===== config.mk =====
export PLATFORM = sky130hd
export DESIGN_NAME = mux_n_to_one_registered
export DESIGN_NICKNAME = d
export VERILOG_FILES = /design/src/rtl/mux_n_to_one_registered.sv
export SDC_FILE = /design/constraint.sdc
export NUM_CORES = 1
export LEC_CHECK = 0
export ABC_AREA = 1
export CORE_ASPECT_RATIO = 1.5
export CORE_MARGIN = 2
export CORE_UTILIZATION = 35
export CTS_CLUSTER_DIAMETER = 50
export CTS_CLUSTER_SIZE = 30
export DETAILED_ROUTE_END_ITERATION = 16
export HOLD_SLACK_MARGIN = 0.12
export PLACE_DENSITY = 0.8
export REMOVE_ABC_BUFFERS = 1
export SLEW_MARGIN = 15
export SYNTH_ARGS = -nofsm -noshare
export SYNTH_HDL_FRONTEND = slang
export SYNTH_SLANG_ARGS = --single-unit

===== constraint.sdc =====
create_clock -name clk -period 2.6 [get_ports clk]
set_input_delay 0.52 -clock clk [delete_from_list [all_inputs] [get_ports clk]]
set_output_delay 0.52 -clock clk [all_outputs]
set_load 0.005 [all_outputs]

===== src/rtl/mux_n_to_one_registered.sv =====
// N-input, N_BITS-wide multiplexer with a registered output stage and
// valid/ready handshaking on every input channel and on the output.
// Channel choice is either an explicit selector or round-robin arbitration
// among valid inputs, switchable at runtime.
module mux_n_to_one_registered #(
  parameter int unsigned N_BITS   = 8,
  parameter int unsigned N_INPUTS = 4,
  parameter int unsigned SEL_BITS = 2
) (
  input  logic                         clk,
  input  logic                         reset,
  input  logic                         Round_Robin_Enable,
  input  logic [SEL_BITS-1:0]          Selector,
  input  logic [N_INPUTS*N_BITS-1:0]   Data_In,
  input  logic [N_INPUTS-1:0]          In_Valid,
  output logic [N_INPUTS-1:0]          In_Ready,
  output logic [N_BITS-1:0]            Mux_Output,
  output logic                         Out_Valid,
  input  logic                         Out_Ready,
  output logic [SEL_BITS-1:0]          Out_Channel,
  output logic                         Sel_Error
);

  localparam int unsigned LAST_CH = N_INPUTS - 1;

  logic [SEL_BITS-1:0] rr_ptr;
  logic [SEL_BITS-1:0] grant_idx;
  logic [SEL_BITS-1:0] next_ptr;
  logic                grant_valid;
  logic                slot_free;
  logic                transfer;
  logic                sel_out_of_range;
  logic [N_BITS-1:0]   grant_data;

  // Output register can take a new word when empty or draining this cycle
  assign slot_free        = !Out_Valid || Out_Ready;
  assign sel_out_of_range = 32'(Selector) >= N_INPUTS;
  assign transfer         = slot_free && grant_valid && !reset;

  // Pointer for the channel after the one being granted, wrapping at N_INPUTS
  assign next_ptr = (grant_idx == SEL_BITS'(LAST_CH)) ? '0 : grant_idx + SEL_BITS'(1);

  // Grant selection: selector match, or first valid channel scanning from rr_ptr
  always_comb begin
    grant_valid = 1'b0;
    grant_idx   = '0;
    if (Round_Robin_Enable) begin
      // First pass: channels rr_ptr .. N_INPUTS-1
      for (int unsigned i = 0; i < N_INPUTS; i++) begin
        if (!grant_valid && In_Valid[i] && (SEL_BITS'(i) >= rr_ptr)) begin
          grant_valid = 1'b1;
          grant_idx   = SEL_BITS'(i);
        end
      end
      // Second pass: wrapped channels 0 .. rr_ptr-1
      for (int unsigned i = 0; i < N_INPUTS; i++) begin
        if (!grant_valid && In_Valid[i] && (SEL_BITS'(i) < rr_ptr)) begin
          grant_valid = 1'b1;
          grant_idx   = SEL_BITS'(i);
        end
      end
    end else begin
      // An out-of-range selector matches no channel, so it never grants
      for (int unsigned i = 0; i < N_INPUTS; i++) begin
        if (In_Valid[i] && (Selector == SEL_BITS'(i))) begin
          grant_valid = 1'b1;
          grant_idx   = SEL_BITS'(i);
        end
      end
    end
  end

  // Data path mux for the granted channel
  always_comb begin
    grant_data = '0;
    for (int unsigned i = 0; i < N_INPUTS; i++) begin
      if (grant_idx == SEL_BITS'(i)) begin
        grant_data = Data_In[i*N_BITS +: N_BITS];
      end
    end
  end

  // Per-channel ready: only the granted channel, only when the slot is free
  always_comb begin
    In_Ready = '0;
    for (int unsigned i = 0; i < N_INPUTS; i++) begin
      In_Ready[i] = slot_free && grant_valid && (grant_idx == SEL_BITS'(i)) && !reset;
    end
  end

  // Output register, channel tag, selector error pulse and round-robin pointer
  always_ff @(posedge clk) begin
    if (reset) begin
      Mux_Output  <= '0;
      Out_Valid   <= 1'b0;
      Out_Channel <= '0;
      Sel_Error   <= 1'b0;
      rr_ptr      <= '0;
    end else begin
      Sel_Error <= !Round_Robin_Enable && sel_out_of_range;
      if (transfer) begin
        Mux_Output  <= grant_data;
        Out_Channel <= grant_idx;
        Out_Valid   <= 1'b1;
        if (Round_Robin_Enable) begin
          rr_ptr <= next_ptr;
        end
      end else if (Out_Valid && Out_Ready) begin
        Out_Valid <= 1'b0;
      end
    end
  end

endmodule

==> flow_metrics.tcl <==
set metrics [dict create \
    max_freq_ghz 0.3970 \
    use_met1_pct 19.02 \
    yosysSeqAreaShare_pct 24.19 \
    path_clk_slew_ns 0.06 \
    period_share_pct 96.87 \
    seq_power_share_pct 31.1 \
    ys_ff_latch 13 \
    pwr-share-comb_pct 44.8 \
    start_util_pct 36.94 \
    p_sw_share_pct 31.99 \
    clock_tree.root_cell "clkbuf_8" \
    clkLatencyLatePin_ns 0.24 \
    hold_viol 0 \
    die_h_um 71.91 \
    fp-row-count 24 \
    grt_max_degree 17 \
    synth_top_area_share_pct 24.19 \
    cp.arrival_ns 2.00 \
    ctsHoldBuffers 0 \
    gr-total-overflow 0 \
    synth.distinct_cells 23 \
    nNetsFinal 309 \
    p_clk_share_pct 24.2 \
    wl_per_cell_um 11.48 \
    synth_top_cell_by_area "dfxtp_1" \
    busiest_layer "met2" \
    path_max_fanout 4 \
    diodes 0 \
    drc_errors 0 \
    p_sw_uw 242.2 \
    end_kind "output port" \
    syn_area_per_cell_um2 5.880 \
    setup_ws_ns 0.08127 \
    peakVddDrop_v 0.0002904 \
    gp_congestion 0.8007 \
    maxCapViolCount 0 \
    dr.pass1.iters 4 \
    grt_first_pass_wirelength_mm 5.678 \
    die_width_um 49.27 \
    clockBufferDepth 2 \
    p_int_uw 514.9 \
    critPathKind "input port to output port" \
    grt_use_met2_pct 43.69 \
    cts_tree "done" \
    viasPerCell 4.515 \
    n_fill_cell 267 \
    hold_class "flip-flop to flip-flop" \
    syn-cell-area_mm2 0.001076 \
    design.core.area_mm2 0.002913 \
    post-route-min-period_ns 2.519 \
    syn_inst 183 \
    fin_util_pct 65.85 \
    dp_slack_ns -0.5721 \
    multi_input_area_um2 719.4 \
    met3_usage_pct 3.909 \
    io_pins 58 \
    port-buffer-count 56 \
    required_ns 2.08 \
    gr-usage-all-layers_pct 20.73 \
    clock_sinks 13 \
    finalWirelength_mm 3.456 \
    leakagePower_nw 0.9113 \
    syn2layout_area_growth_pct 78.26 \
    htreeDepth 1 \
    ant_nets 0 \
    dp_hpwl_mm 2.736 \
    route.vias.total 1359 \
    ys_warn_count 0 \
    power.density_mw_per_mm2 394.7 \
    drt_iter0_drc 25 \
    grt_pass1_vias 1357 \
    outcome "complete, no violations" \
    die-area_mm2 0.003543 \
    finalClockSkew_ns 0.001070 \
    cts_made_buffers 3 \
    setup_viol 0 \
    ff_latch_area_um2 261.5 \
    cp-start-kind "input port" \
    ys_top_cells_by_area "dfxtp_1 (24%), nand2_1 (18%), nor2_1 (9.4%)" \
    drive_gt1_share_pct 22.52 \
    slew_violations 0 \
    antenna_found_initial 0 \
]
==> metal layers <==
metal | vias to the layer above | wire [um] | share of wire (%)
li1 | 728 | - | -
met1 | 594 | 1269 | 37
met2 | 33 | 2018 | 58
met3 | 4 | 133 | 3.8
met4 | 0 | 36 | 1.0
met5 | - | 0 | 0
==> cells in the mapped netlist (all sizes together) <==
cell type  count
dfxtp         13
nand2         57
nor2          30
o21ai         19
inv           24
ha             4
nand4          1
nand3         13
a21oi         11
buf            6
conb           1
clkbuf         2
a21boi         1
o21bai         1
==> registers in the layout (all words and copies together), names as in the netlist <==
register	flops
Mux_Output	8
Out_Channel	2
Out_Valid	1
rr_ptr	2
==> cell type report <==
class	instances	share of cell area, %
timing repair buffer	83	39.27
multi-input combinational	138	37.51
sequential	13	13.63
inverter	24	4.697
tap	39	2.544
clock buffer	4	2.348
==> timing repair <==
action | 4_1_cts | 5_1_grt
gates resized for setup | 29 | 7
gates cloned | 0 | 0
pin swaps | 5 | 3
buffers inserted | 3 | 0
setup endpoints to repair | 12 | 7
hold endpoints to repair | 0 | 0
==> path summary, 6_finish.rpt <==
check / to / slack (ns) / depth (start not counted) / start
worst max-delay path: In_Ready[3] / 0.08 / 12 / In_Valid[0]
worst min-delay path: Out_Channel[1] / 0.48 / 2 / Out_Channel[1]
worst max register to register: Mux_Output[3] / 0.34 / 17 / rr_ptr[1]
worst min register to register: Out_Channel[1] / 0.48 / 2 / Out_Channel[1]
==> through the flow <==
| step | cell area, um2 | instances | hold WS [ns] | power (mW) | setup TNS, ns |
|---|---|---|---|---|---|
| after floorplan | 1017 | 175 | 0.4664 | 0.3822 | 0 |
| after global placement | 1807 | 294 | 0.4683 | 0.5605 | -4.602 |
| after detailed placement | 1807 | 294 | 0.4773 | 0.5654 | -4.903 |
| after CTS | 1912 | 301 | 0.4884 | 0.7618 | 0 |
| after global routing | 1918 | 301 | 0.5257 | 0.8107 | -0.02078 |
| final | 1918 | 301 | 0.4841 | 0.7571 | 0 |
==> power groups by stage <==
stage	registers, mW	logic (mW)	clock network, mW
4_1_cts	0.235	0.339	0.188
3_5_place_dp	0.238	0.327	0
3_3_place_gp	0.237	0.323	0
5_1_grt	0.238	0.375	0.197
2_1_floorplan	0.238	0.144	0
6_report	0.235	0.339	0.183
==> cells in the final DEF, fill, tap and decap left out, types with 2 or more instances in the layout <==
| cell type | Yosys | routed |
|---|---|---|
| a21oi_1 | 11 | 9 |
| a21oi_2 | 0 | 2 |
| buf_4 | 1 | 27 |
| clkbuf_8 | 0 | 3 |
| clkdlybuf4s50_1 | 0 | 45 |
| dfxtp_1 | 13 | 12 |
| dlygate4sd2_1 | 0 | 7 |
| ha_2 | 0 | 3 |
| inv_1 | 23 | 19 |
| inv_2 | 1 | 5 |
| nand2_1 | 53 | 52 |
| nand2_2 | 3 | 4 |
| nand3_1 | 12 | 9 |
| nand3_2 | 0 | 3 |
| nor2_1 | 27 | 25 |
| nor2_2 | 0 | 2 |
| nor2_4 | 3 | 3 |
| o21ai_0 | 15 | 15 |
| o21ai_1 | 4 | 4 |
==> worst max-delay path, cell delays in order <==
cell	delay, ns
dlygate4sd2_1	0.24
buf_4	0.14
buf_4	0.13
nand2_1	0.06
o21ai_0	0.08
nand3_1	0.10
nand2_2	0.09
inv_2	0.07
ha_2	0.18
inv_1	0.05
nor2_2	0.12
clkdlybuf4s15_2	0.21
==> logic make-up after synthesis <==
family | Yosys count | share of synthesized area [%]
AOI/OAI and AO/OA | 32 | 15.35
adders and majority gates | 4 | 4.651
buffers and inverters | 32 | 13.84
DFF | 13 | 24.19
other | 1 | 0.3485
and+or+nand+nor | 101 | 41.63
(Power assumes the default switching activity.)
==> variant, RTL diff (same settings) <==
Change the parameter `N_BITS` from 8 to 9.
--- a/src/rtl/mux_n_to_one_registered.sv
+++ b/src/rtl/mux_n_to_one_registered.sv
@@ -3,7 +3,7 @@
 // Channel choice is either an explicit selector or round-robin arbitration
 // among valid inputs, switchable at runtime.
 module mux_n_to_one_registered #(
-  parameter int unsigned N_BITS   = 8,
+  parameter int unsigned N_BITS   = 9,
   parameter int unsigned N_INPUTS = 4,
   parameter int unsigned SEL_BITS = 2
 ) (
Interface: changed (resized Data_In and Mux_Output); port bits go from 58 to 63. No check against the original RTL was run, so the function may have changed too.
==> variant against the unedited design <==
Worst hold slack lost 0.020 ns. Clock power is 17% higher. Clock skew increased by 0.00085 ns. Wire length up 0.75%. Design area up 0.20%. Critical path depth is the same. Sequential cell count is 1 higher. Critical path type unchanged. Combinational power increased by 5%. Synthesized area increased by 1.0%. Power is 10% higher. Setup slack gained 0.019 ns. Largest cell class unchanged.
==> variant: results (changes against the unedited design) <==
| Metric | Value |
|---|---|
| DPL Wire Length | 2800 µm (+2.2%) |
| Final nets | 299 (-3.2%) |
| Post-synthesis cell type count | 25 (+8.7%) |
| Commonest cells post-synth | nand2_1, nand3_1, dfxtp_1, inv_1, o21ai_0 |
| Critical Path Fanout Max | 4 (unchanged) |
| Sw Share | 30.7% (-1.3 points) |
| Synth area leaders | dfxtp_1, nand2_1, nand3_1 |
| First-pass GRT wire length | 5750 µm (+1.3%) |
| DR WL/cell | 12.1 µm (+5.7%) |
| Gate Count Post-Synth | 168 (-8.2%) |
| Hold Path Class | register to register |
| Share of layout cells above drive strength 1 | 20.2% (-2.4 points) |
| Slowest stage delay, CP | 0.28 ns (+0.04 ns) |
| DR vias/cell | 4.82 (+6.8%) |
| Register area share after synthesis | 25.8% (+1.6 points) |
| Largest registers | Mux_Output x9, Out_Channel x2, rr_ptr x2 |
| Final Wtd Congestion | 0.802 (about the same) |
| Clock skew | 0.00192 ns (+0.000847 ns) |
| Post-Route WL | 3480 µm (+0.75%) |
| Worst EP arrival | 1.98 ns (-0.02 ns) |
| Leakage power | 0.941 nW (+3.3%) |
| PortBufs | 61 (+8.9%) |
| Largest net degree at the start of global routing | 19 (+2) |
| Status | completed |
| Logic pwr share | 42.6% (-2.2 points) |
| Clock latency on the worst-skew pair | 0.24 ns (about the same) |
| Worst slack, placed | -0.436 ns (+0.136 ns) |
| CTS root buf | clkbuf_8 |
| Maximum vdd drop | 0.000246 V (-15%) |
| Initial detailed-routing violation count | 29 (+16%) |
| Placed Cells | 281 (-4.4%) |
variant: changes by cell type after synthesis, moves of 2 or more:
cell      delta
nand3_1      +6
nor2_1      -17
buf_8        -2
nor2_4       -2
o21ai_1      -4
o211ai_1     +9
o21ai_0      -3
nand3_2      +5
inv_1        -9
variant: power by group through the flow:
stage          Clock, W  Sequential (W)  Combinational (W)
2_1_floorplan         0        0.000270           0.000145
3_3_place_gp          0        0.000270           0.000347
3_5_place_dp          0        0.000270           0.000354
4_1_cts        0.000217        0.000266           0.000357
5_1_grt        0.000236        0.000269           0.000395
6_report       0.000214        0.000265           0.000355
variant: stage by stage:
step	instance area [µm²]	util, %	setup TNS, ns
after detailed placement	1840	62.5	-3.57
after global placement	1840	62.5	-3.01
after CTS	1910	64.9	0
after floorplan	1040	-	0
after global routing	1920	65.3	0
final	1920	65.3	0
variant: repair_timing:
item	in CTS	in global routing
pin swaps	2	2
endpoints found under the setup margin	4	4
buffers inserted	1	1
gates cloned	0	0
resized for setup	21	2
variant: cells by family (layout without fill, tap and decap cells):
group | Yosys count | after routing | synth area share, %
simple gates | 93 | 93 | 41.1
compound gates | 33 | 33 | 17.4
buf+inv | 23 | 103 | 10.8
flops | 14 | 14 | 25.8
fa+ha+maj | 4 | 4 | 4.60
other cells | 1 | 1 | 0.345
variant: cell type report:
cell class,instances,area [µm²]
clock buffer,4,55.1
fill,295,1020
inverter,17,66.3
multi-input combinational,131,709
sequential,14,280
tap,39,48.8
timing repair buffer,82,762
variant: final timing paths:
path / from / endpoint / slack, ns / cells past startpoint
max: In_Valid[3] / In_Ready[0] / 0.10 / 12
min reg2reg: Mux_Output[0] / Mux_Output[0] / 0.46 / 2
min: Mux_Output[0] / Mux_Output[0] / 0.46 / 2
max reg2reg: rr_ptr[1] / Mux_Output[7] / 0.36 / 18
variant: worst max-delay path, delay by kind of cell:
family                     cells  cell delay (ns)
adders and majority gates      1             0.16
buffers and inverters          5             0.82
and+or+nand+nor                6             0.47
variant: per-layer routing:
metal | track usage (%) | vias to the layer above | wire length, µm
met1 | 20.4 | 615 | 1300
met5 | 0 | - | 0
met3 | 5.56 | 6 | 265
met4 | 8.64 | 0 | 50
met2 | 38.4 | 46 | 1860
li1 | - | 717 | -
